**config.mk**
```make
export PLATFORM = sky130hd
export DESIGN_NAME = boot_load_ctrl
export DESIGN_NICKNAME = d
export VERILOG_FILES = /design/src/rtl/boot_load_ctrl_pkg.sv /design/src/rtl/boot_load_ctrl_byte_packer.sv /design/src/rtl/boot_load_ctrl.sv
export SDC_FILE = /design/constraint.sdc
export NUM_CORES = 1
export LEC_CHECK = 0
export ABC_AREA = 0
export ABC_CLOCK_PERIOD_IN_PS = 3470
export CAP_MARGIN = 10
export CELL_PAD_IN_SITES_DETAIL_PLACEMENT = 0
export CELL_PAD_IN_SITES_GLOBAL_PLACEMENT = 1
export CORE_UTILIZATION = 45
export CTS_BUF_LIST = sky130_fd_sc_hd__clkbuf_8 sky130_fd_sc_hd__clkbuf_16
export DETAILED_ROUTE_END_ITERATION = 8
export PLACE_DENSITY = 0.88
export SLEW_MARGIN = 5
export SYNTH_ARGS = -nofsm -noshare
export SYNTH_HDL_FRONTEND = slang
export SYNTH_HIERARCHICAL = 1
export SYNTH_SLANG_ARGS = --single-unit
```
**constraint.sdc**
```tcl
create_clock -name clk -period 3.47 [get_ports clk]
set_clock_uncertainty 0.1 [all_clocks]
set_input_delay 0.5205 -clock clk [delete_from_list [all_inputs] [get_ports clk]]
set_output_delay 0.5205 -clock clk [all_outputs]
set_load 0.05 [all_outputs]
```
**src/rtl/boot_load_ctrl_pkg.sv**
```systemverilog
// Shared definitions for the bootloader.
//   BITS            data word width
//   ADDRW           byte-address width of data memory
//   BOOT_MAX_WORDS  largest word count a header may announce
//   boot_state_t    loader sequencer states
package boot_load_ctrl_pkg;

    localparam int          BITS           = 32;
    localparam int          ADDRW          = 15;
    localparam int unsigned BOOT_MAX_WORDS = 2 ** (ADDRW - 2);

    typedef enum logic [2:0] {
        IDLE  = 3'd0,
        HDR   = 3'd1,
        DATA  = 3'd2,
        WRITE = 3'd3,
        DONE  = 3'd4
    } boot_state_t;

endpackage

```
**src/rtl/boot_load_ctrl_byte_packer.sv**
```systemverilog
// boot_byte_packer: assembles four bytes, first byte into [7:0], into a
// 32-bit word. Used for both the header and the data words.
// Ports:
//   clk, rst_n     clock, async active-low reset
//   i_clr          synchronous clear of the byte counter
//   i_byte_vld     i_byte is valid this cycle
//   i_byte         incoming byte
//   o_word_vld     pulse in the cycle the 4th byte arrives
//   o_word         assembled word, valid with o_word_vld
module boot_byte_packer (
    input  logic        clk,
    input  logic        rst_n,
    input  logic        i_clr,
    input  logic        i_byte_vld,
    input  logic [7:0]  i_byte,
    output logic        o_word_vld,
    output logic [31:0] o_word
);

    logic [1:0]  r_cnt;
    logic [23:0] r_buf;

    always_ff @(posedge clk or negedge rst_n) begin
        if (!rst_n) begin
            r_cnt <= 2'd0;
            r_buf <= 24'd0;
        end else if (i_clr) begin
            r_cnt <= 2'd0;
        end else if (i_byte_vld) begin
            r_cnt <= r_cnt + 2'd1;
            case (r_cnt)
                2'd0:    r_buf[7:0]   <= i_byte;
                2'd1:    r_buf[15:8]  <= i_byte;
                2'd2:    r_buf[23:16] <= i_byte;
                default: ;
            endcase
        end
    end

    // The 4th byte is forwarded combinationally so the word is usable in
    // the same cycle it completes.
    assign o_word_vld = i_byte_vld && !i_clr && (r_cnt == 2'd3);
    assign o_word     = {i_byte, r_buf};

endmodule

```
**src/rtl/boot_load_ctrl.sv**
```systemverilog
// boot_load_ctrl: owns the data-memory bootload write port during program
// load. Parses a 4-byte little-endian word-count header N, then packs N
// little-endian words and writes each at index*4. Holds the core in reset
// while loading.
// Optional feature macro: BOOT_TIMEOUT_EN (inter-byte timeout abort).
// Ports:
//   clk, rst_n     clock, async active-low reset
//   boot_start     pulse, begin a load (only honoured in IDLE)
//   rx_vld/rx_byte UART byte strobe and data
//   bootloading    loader owns memory write port
//   we_boot        one-cycle word write strobe
//   wdata_addr     byte address of the write (word aligned)
//   wdata_data     packed write word
//   cpu_rst_n      active-low core reset
//   boot_done      last load completed
//   boot_err       last load aborted
module boot_load_ctrl
    import boot_load_ctrl_pkg::*;
#(
    parameter int          BITS        = boot_load_ctrl_pkg::BITS,
    parameter int          ADDRW       = boot_load_ctrl_pkg::ADDRW,
    parameter int unsigned TIMEOUT_CYC = 5_000_000
) (
    input  logic             clk,
    input  logic             rst_n,
    input  logic             boot_start,
    input  logic             rx_vld,
    input  logic [7:0]       rx_byte,
    output logic             bootloading,
    output logic             we_boot,
    output logic [ADDRW-1:0] wdata_addr,
    output logic [BITS-1:0]  wdata_data,
    output logic             cpu_rst_n,
    output logic             boot_done,
    output logic             boot_err
);

    localparam int          IW        = ADDRW - 2;
    localparam int unsigned MAX_WORDS = 2 ** IW;

    boot_state_t      r_state, w_next;
    logic [IW-1:0]    r_idx;
    logic [IW:0]      r_n;        // one bit wider than the index: N may equal MAX_WORDS
    logic [ADDRW-1:0] r_addr;
    logic [BITS-1:0]  r_data;
    logic             r_done, r_err, r_cpu_rst_n;

    logic             w_start, w_collect, w_byte_vld, w_word_vld, w_hdr_err, w_timeout;
    logic [31:0]      w_word;
    logic [IW:0]      w_idx_inc;

    assign w_start    = (r_state == IDLE) && boot_start;
    assign w_collect  = (r_state == HDR) || (r_state == DATA);
    assign w_byte_vld = rx_vld && w_collect;
    assign w_idx_inc  = {1'b0, r_idx} + (IW+1)'(1);

    boot_byte_packer u_packer (
        .clk        (clk),
        .rst_n      (rst_n),
        .i_clr      (w_start || w_timeout),
        .i_byte_vld (w_byte_vld),
        .i_byte     (rx_byte),
        .o_word_vld (w_word_vld),
        .o_word     (w_word)
    );

`ifdef BOOT_TIMEOUT_EN
    logic [31:0] r_to_cnt;

    // Counts idle cycles between bytes; restarts on every byte and stays
    // cleared outside the collecting states.
    always_ff @(posedge clk or negedge rst_n) begin
        if (!rst_n)                   r_to_cnt <= 32'd0;
        else if (!w_collect || rx_vld) r_to_cnt <= 32'd0;
        else                           r_to_cnt <= r_to_cnt + 32'd1;
    end

    assign w_timeout = w_collect && !rx_vld && (r_to_cnt == 32'(TIMEOUT_CYC - 1));
`else
    assign w_timeout = 1'b0;
`endif

    // FSM state register
    always_ff @(posedge clk or negedge rst_n) begin
        if (!rst_n) r_state <= IDLE;
        else        r_state <= w_next;
    end

    // FSM next-state
    always_comb begin
        w_next    = r_state;
        w_hdr_err = 1'b0;
        case (r_state)
            IDLE:  if (boot_start) w_next = HDR;
            HDR:   if (w_word_vld) begin
                       if (w_word == 32'd0)
                           w_next = DONE;
                       else if (w_word > 32'(MAX_WORDS)) begin
                           w_hdr_err = 1'b1;
                           w_next    = IDLE;
                       end else
                           w_next = DATA;
                   end
            DATA:  if (w_word_vld) w_next = WRITE;
            WRITE: w_next = (w_idx_inc == r_n) ? DONE : DATA;
            DONE:  w_next = IDLE;
            default: w_next = IDLE;
        endcase
        if (w_timeout) w_next = IDLE;
    end

    // Datapath and status
    always_ff @(posedge clk or negedge rst_n) begin
        if (!rst_n) begin
            r_idx       <= '0;
            r_n         <= '0;
            r_addr      <= '0;
            r_data      <= '0;
            r_done      <= 1'b0;
            r_err       <= 1'b0;
            r_cpu_rst_n <= 1'b0;
        end else begin
            // Core runs whenever the loader is (about to be) idle; this
            // releases it one cycle after DONE, after ownership is returned.
            r_cpu_rst_n <= (w_next == IDLE);
            if (w_start) begin
                r_idx  <= '0;
                r_done <= 1'b0;
                r_err  <= 1'b0;
            end
            if (w_next == DONE)         r_done <= 1'b1;
            if (w_hdr_err || w_timeout) r_err  <= 1'b1;
            if (r_state == HDR && w_word_vld)
                r_n <= w_word[IW:0];
            if (r_state == DATA && w_word_vld) begin
                r_addr <= {r_idx, 2'b00};
                r_data <= BITS'(w_word);
            end
            if (r_state == WRITE)
                r_idx <= r_idx + 1'b1;
        end
    end

    assign bootloading = w_collect || (r_state == WRITE);
    assign we_boot     = (r_state == WRITE);
    assign wdata_addr  = r_addr;
    assign wdata_data  = r_data;
    assign cpu_rst_n   = r_cpu_rst_n;
    assign boot_done   = r_done;
    assign boot_err    = r_err;

endmodule

```
Yosys cells after proc, flatten, opt, wreduce, memory -nomap -nowiden --
Cells that the tools add are included.
Storage, ports and cells: flip-flop bits (word level) 104, logic and storage cells 63, input port bits 12
Operators by class: multiplexer cells 18, $lt $le $gt $ge 1, bitwise operators 1, equality and inequality tests 8, reductions and logical operators 20, $add $sub $neg 3
Operator list (number):
- greater-than comparator 32 x 14 -> 1 bit (second input constant) | 1
- logical NOT 32 bit | 1
- 2-to-1 mux 13 bit | 2
- 2-to-1 mux 3 bit | 5
- adder 13 x 1 -> 14 bit (second input constant) | 1
- equality test 14 bit | 1
- adder 13 x 1 -> 13 bit (second input constant) | 1
- one-hot mux 3 bit (4 select lines) | 1
- AND reduction 3 bit | 3
- nonzero test 2 bit | 4
- 2-to-1 mux 1 bit | 7
- equality test 3 x 2 -> 1 bit (second input constant) | 2
- logical AND 1 bit | 6
- logical NOT 3 bit | 2
- 2-to-1 mux 2 bit | 3
- equality test 2 bit (second input constant) | 2
- equality test 3 x 1 -> 1 bit (second input constant) | 1
- equality test 3 bit (second input constant) | 1
- adder 2 x 1 -> 2 bit (second input constant) | 1
- equality test 2 x 1 -> 1 bit (second input constant) | 1
- logical NOT 2 bit | 1
- logical OR 1 bit | 2
- logical NOT 1 bit | 1
- inverter 1 bit | 1

Longest topological paths before layout --
depth after elaboration 9, depth in mapped cells 10

Cells and area by module --
The synthesis kept the hierarchy.
Modules (own cells, without submodules):
- boot_load_ctrl | area an instance 3727.3 sq um, times used 1, seq. area each 1951.9 sq um, cells an instance 315
- boot_byte_packer | area an instance 1149.9 sq um, times used 1, seq. area each 650.6 sq um, cells an instance 73

Worst setup path after synthesis --
OpenSTA, ideal clock, no wires.
path kind flip-flop to flip-flop, from register r_state[0], to register r_n[0], slack 1050 ps, arrival time 2195 ps, required time 3245 ps, setup time 125 ps, period minus slack after synthesis 2420 ps, stages on the path, launching flop included 10, cell sequence dfrtp_1 -> buf_2 -> xnor2_1 -> nor3b_1 -> buf_6 -> and3b_2 -> nand2_1 -> nor2_1 -> buf_2 -> mux2_2
On the way: word-level cells in the longest chain between the ends 6
RTL lines:
- from (decl) | RTL line boot_load_ctrl.sv:41 | boot_state_t r_state, w_next;
- from (signal assigned) | RTL line boot_load_ctrl.sv:86 | else r_state <= w_next;
- equality test 3 x 1 -> 1 bit or equality test 3 x 2 -> 1 bit (tied branches) | RTL line boot_load_ctrl.sv:53 | assign w_collect = (r_state == HDR) || (r_state == DATA);
- logical OR 1 bit (*) | RTL line boot_load_ctrl.sv:53
- logical AND 1 bit (*) | RTL line boot_load_ctrl.sv:54 | assign w_byte_vld = rx_vld && w_collect;
- net w_byte_vld | RTL line boot_load_ctrl.sv:48 | logic w_start, w_collect, w_byte_vld, w_word_vld, w_hdr_err, w_timeout;
- logical AND 1 bit (*) (2 in a row) | RTL line boot_load_ctrl_byte_packer.sv:42 | assign o_word_vld = i_byte_vld && !i_clr && (r_cnt == 2'd3);
- net w_word_vld | RTL line boot_load_ctrl.sv:48
- logical AND 1 bit (*) | RTL line boot_load_ctrl.sv:133 | if (r_state == HDR && w_word_vld)
- to (signal assigned) | RTL line boot_load_ctrl.sv:134 | r_n <= w_word[IW:0];
- to (decl) | RTL line boot_load_ctrl.sv:43 | logic [IW:0] r_n;
Mark *: on every way through the listed nets, which the timed path passes. The rest lies on a longest branch. A chain may end at the register's enable or synchronous reset.

Worst setup path after layout --
from register r_state[1], to output we_boot
On the way: word-level cells in the longest chain between the ends 1
RTL lines:
- equality test 3 x 2 -> 1 bit | RTL line boot_load_ctrl.sv:145 | assign we_boot = (r_state == WRITE);
- to (decl) | RTL line boot_load_ctrl.sv:30 | output logic we_boot,
No other way between the ends.

==> summary.txt <==
layout cell share with drive strength beyond 1 - 26.52%
YS warnings - 6
CP Capture Type - output port
die area - 11,260 um2
Pre-antenna DRT Iters - 4
CTS tree - built
Iter 0 DRT Violations - 123
Final Hold Viols - 0
vias in the first global route - 3,198
largest stage delay on the critical path - 0.88 ns
Core Footprint - 10,420 um2
largest net degree at the start of global routing - 55
RSZ-0062 raised after global routing - no
max-slew violations - 0
PD cells - 632.1 nW/um2
worst-skew pair later-pin latency - 0.36 ns
htree depth - 3
clock sink count - 104
Setup TNS Final - 0 ns
routability cong. - 0.8099
GRT overflow - 0
Initial Util - 46.82%
footprint of the multi-input gates - 2092 um2
FF+latch count, synth - 104
actual slew at the worst max-slew pin - 0.8334 ns
register area - 2603 um2
Port Buffers - 61
first-pass GRT wire length - 16,620 um
CP max stage cell - clkdlybuf4s50_1
number of diodes - 0
via count - 3,145
IO Pins - 64
CP top delay family - buffers and inverters
Crit Path Class - reg2out
Critical Path, Cell by Cell - nor2b_1 -> nand2_1 -> buf_4 -> inv_1 -> clkdlybuf4s50_1
clk buf depth - 2
synthesized cell area - 4877 um2
Root Driver - clkbuf_8
Most used DFF post-synth - dfrtp_1
Max-cap violations - 0
reg2reg end - r_state[1]
Crit Reg-Reg Startpoint - r_state[0]
Worst Path Required - 2.85 ns
highest clock rate - 0.3079 GHz
CTS Hold Bufs - 0
Die Y - 106.1 um
fin crit period - 3.248 ns
WP depth - 5
total CTS buffers - 9
worst-path fanout max - 16
DRT antenna net count - 0
FF-to-FF path depth - 9
final core utilization - 54.98%
drt drc - 0
final WL - 9848 um
Rel. slew slack - 44.24%
Gate Count Post-Synth - 388
FFs w/ async S/R, synth - 100.0%
Cell variety after synth - 57
buffer and inverter count on the worst path - 3
clock-pin transition on the worst setup and hold timing paths - 0.10 ns
FILL cells - 873
overall routing resource usage - 19.04%
min-delay worst type - in2async
vias per cell - 5.413
final setup fails - 0
Post-DP HPWL - 6994 um
CP startpoint kind - flop
outcome - finished clean
# Post-CTS Setup Buffers - 0
fin nets - 457
drt wl/cell - 16.95 um
antenna violations before repair - 0
most common cell after layout, fill and taps aside - dfrtp_1
VDD IR-drop max - 290.3 uV
Critical Path AT - 2.63 ns
total leakage power - 2.580 nW
sequential-to-total area share from yosys stat - 53.36%
Mean Syn Cell Area - 12.57 um2
# rows - 37
post-route clock period utilization - 93.60%
Chip Width - 106.1 um
Post-synth EDFFs - 0
Area Overhead vs Synth - 17.42%
leading cell types in the layout, fill and taps excluded - 104 x dfrtp_1, 81 x mux2_2, 60 x clkdlybuf4s50_1
R2R setup slack - 0.94 ns
post-cts sizing count - 0
-- final cells by class --
type	count	area share, %
clock inverter	7	0.8521
clock buffer	9	2.163
timing repair buffer	66	11.71
inverter	5	0.3277
multi-input combinational	254	36.53
tap	136	2.971
sequential	104	45.44
-- cells in the mapped netlist, types with 2 or more instances --
cell type	number	area [um2]
nand4_1	3	18.77
nor2_1	26	97.59
mux2_2	81	912.1
o21ai_0	21	105.1
nand2b_1	2	12.51
o31ai_1	3	22.52
nor4_1	8	50.05
nor3_1	4	20.02
dfrtp_1	104	2603
nor3b_1	2	15.01
xnor2_1	14	122.6
o21ai_1	2	10.01
nand3b_1	2	15.01
mux2i_1	2	20.02
buf_6	3	33.78
a22o_1	2	17.52
nor2b_1	2	12.51
buf_2	9	45.04
nand3_1	5	25.02
buf_4	10	75.07
a21oi_1	3	15.01
o211ai_1	2	15.01
and2_1	2	12.51
nand3b_4	3	60.06
and3b_1	3	26.28
and3_1	2	12.51
inv_1	5	18.77
a211oi_1	2	15.01
mux2_4	2	30.03
clkbuf_1	4	15.01
ha_1	5	62.56
nand2_1	22	82.58
xor2_1	4	35.03
-- metal layers --
layer	track usage [%]	share of wire [%]
met1	25.03	45
met2	30.75	48
met3	5.886	5.6
met4	4.464	1.3
met5	0	0
-- state kept, by name, summed over array words and instances (netlist names) --
| name | cells |
|---|---|
| boot_err | 1 |
| r_n | 14 |
| cpu_rst_n | 1 |
| u_packer/r_buf | 24 |
| u_packer/r_cnt | 2 |
| r_state | 3 |
| r_idx | 13 |
| wdata_data | 32 |
| boot_done | 1 |
| wdata_addr | 13 |
-- worst register-to-register path, cell delays in order, from the launching register on --
cell	delay (ns)
dfrtp_1	0.53
nor2_1	0.12
nand3b_1	0.14
inv_1	0.14
and3b_2	0.30
nand2_1	0.07
nor4_1	0.57
and3b_1	0.26
nand4b_1	0.11
o22a_1	0.13
-- cell families (layout without fill, tap and decap cells) --
logic type                 after synthesis  after routing  share of synthesized area, %
other                                    1              2                       0.07689
AOI/OAI and AO/OA                       43             43                         5.464
muxes                                   85             85                         19.73
DFF                                    104            104                         53.36
buffers and inverters                   31             87                         3.848
adders and majority gates                5              5                         1.283
and+or+nand+nor                        101            101                         13.01
xor gates and xnor gates                18             18                         3.232
-- metrics by stage --
stage	hold slack (ns)	std cells	cell area, um2	power, mW	setup WS (ns)
after floorplan	0.1249	389	4881	2.677	1.050
after global placement	0.3894	565	5554	2.916	0.6097
after detailed placement	0.3950	565	5554	2.970	0.6111
after CTS	0.1178	581	5727	3.654	0.2017
after global routing	0.1558	581	5727	3.856	0.06788
final	0.09836	581	5727	3.620	0.2220
-- how the worst max path moves through the flow --
stage	from	end	slack, ns
after floorplan	r_state[0]	r_n[0]	1.05
after global placement	r_state[1]	we_boot	0.61
after detailed placement	r_state[1]	we_boot	0.61
after CTS	r_state[1]	we_boot	0.20
after global routing	r_state[1]	we_boot	0.07
final	r_state[1]	we_boot	0.22
-- where the power goes --
group / leakage, nW / total, mW / internal [mW] / switching, mW
logic: 1.14 / 1.06 / 0.561 / 0.497
registers: 1.36 / 1.88 / 1.52 / 0.365
clock network: 0.0830 / 0.678 / 0.261 / 0.417
(Power assumes the default switching activity.)
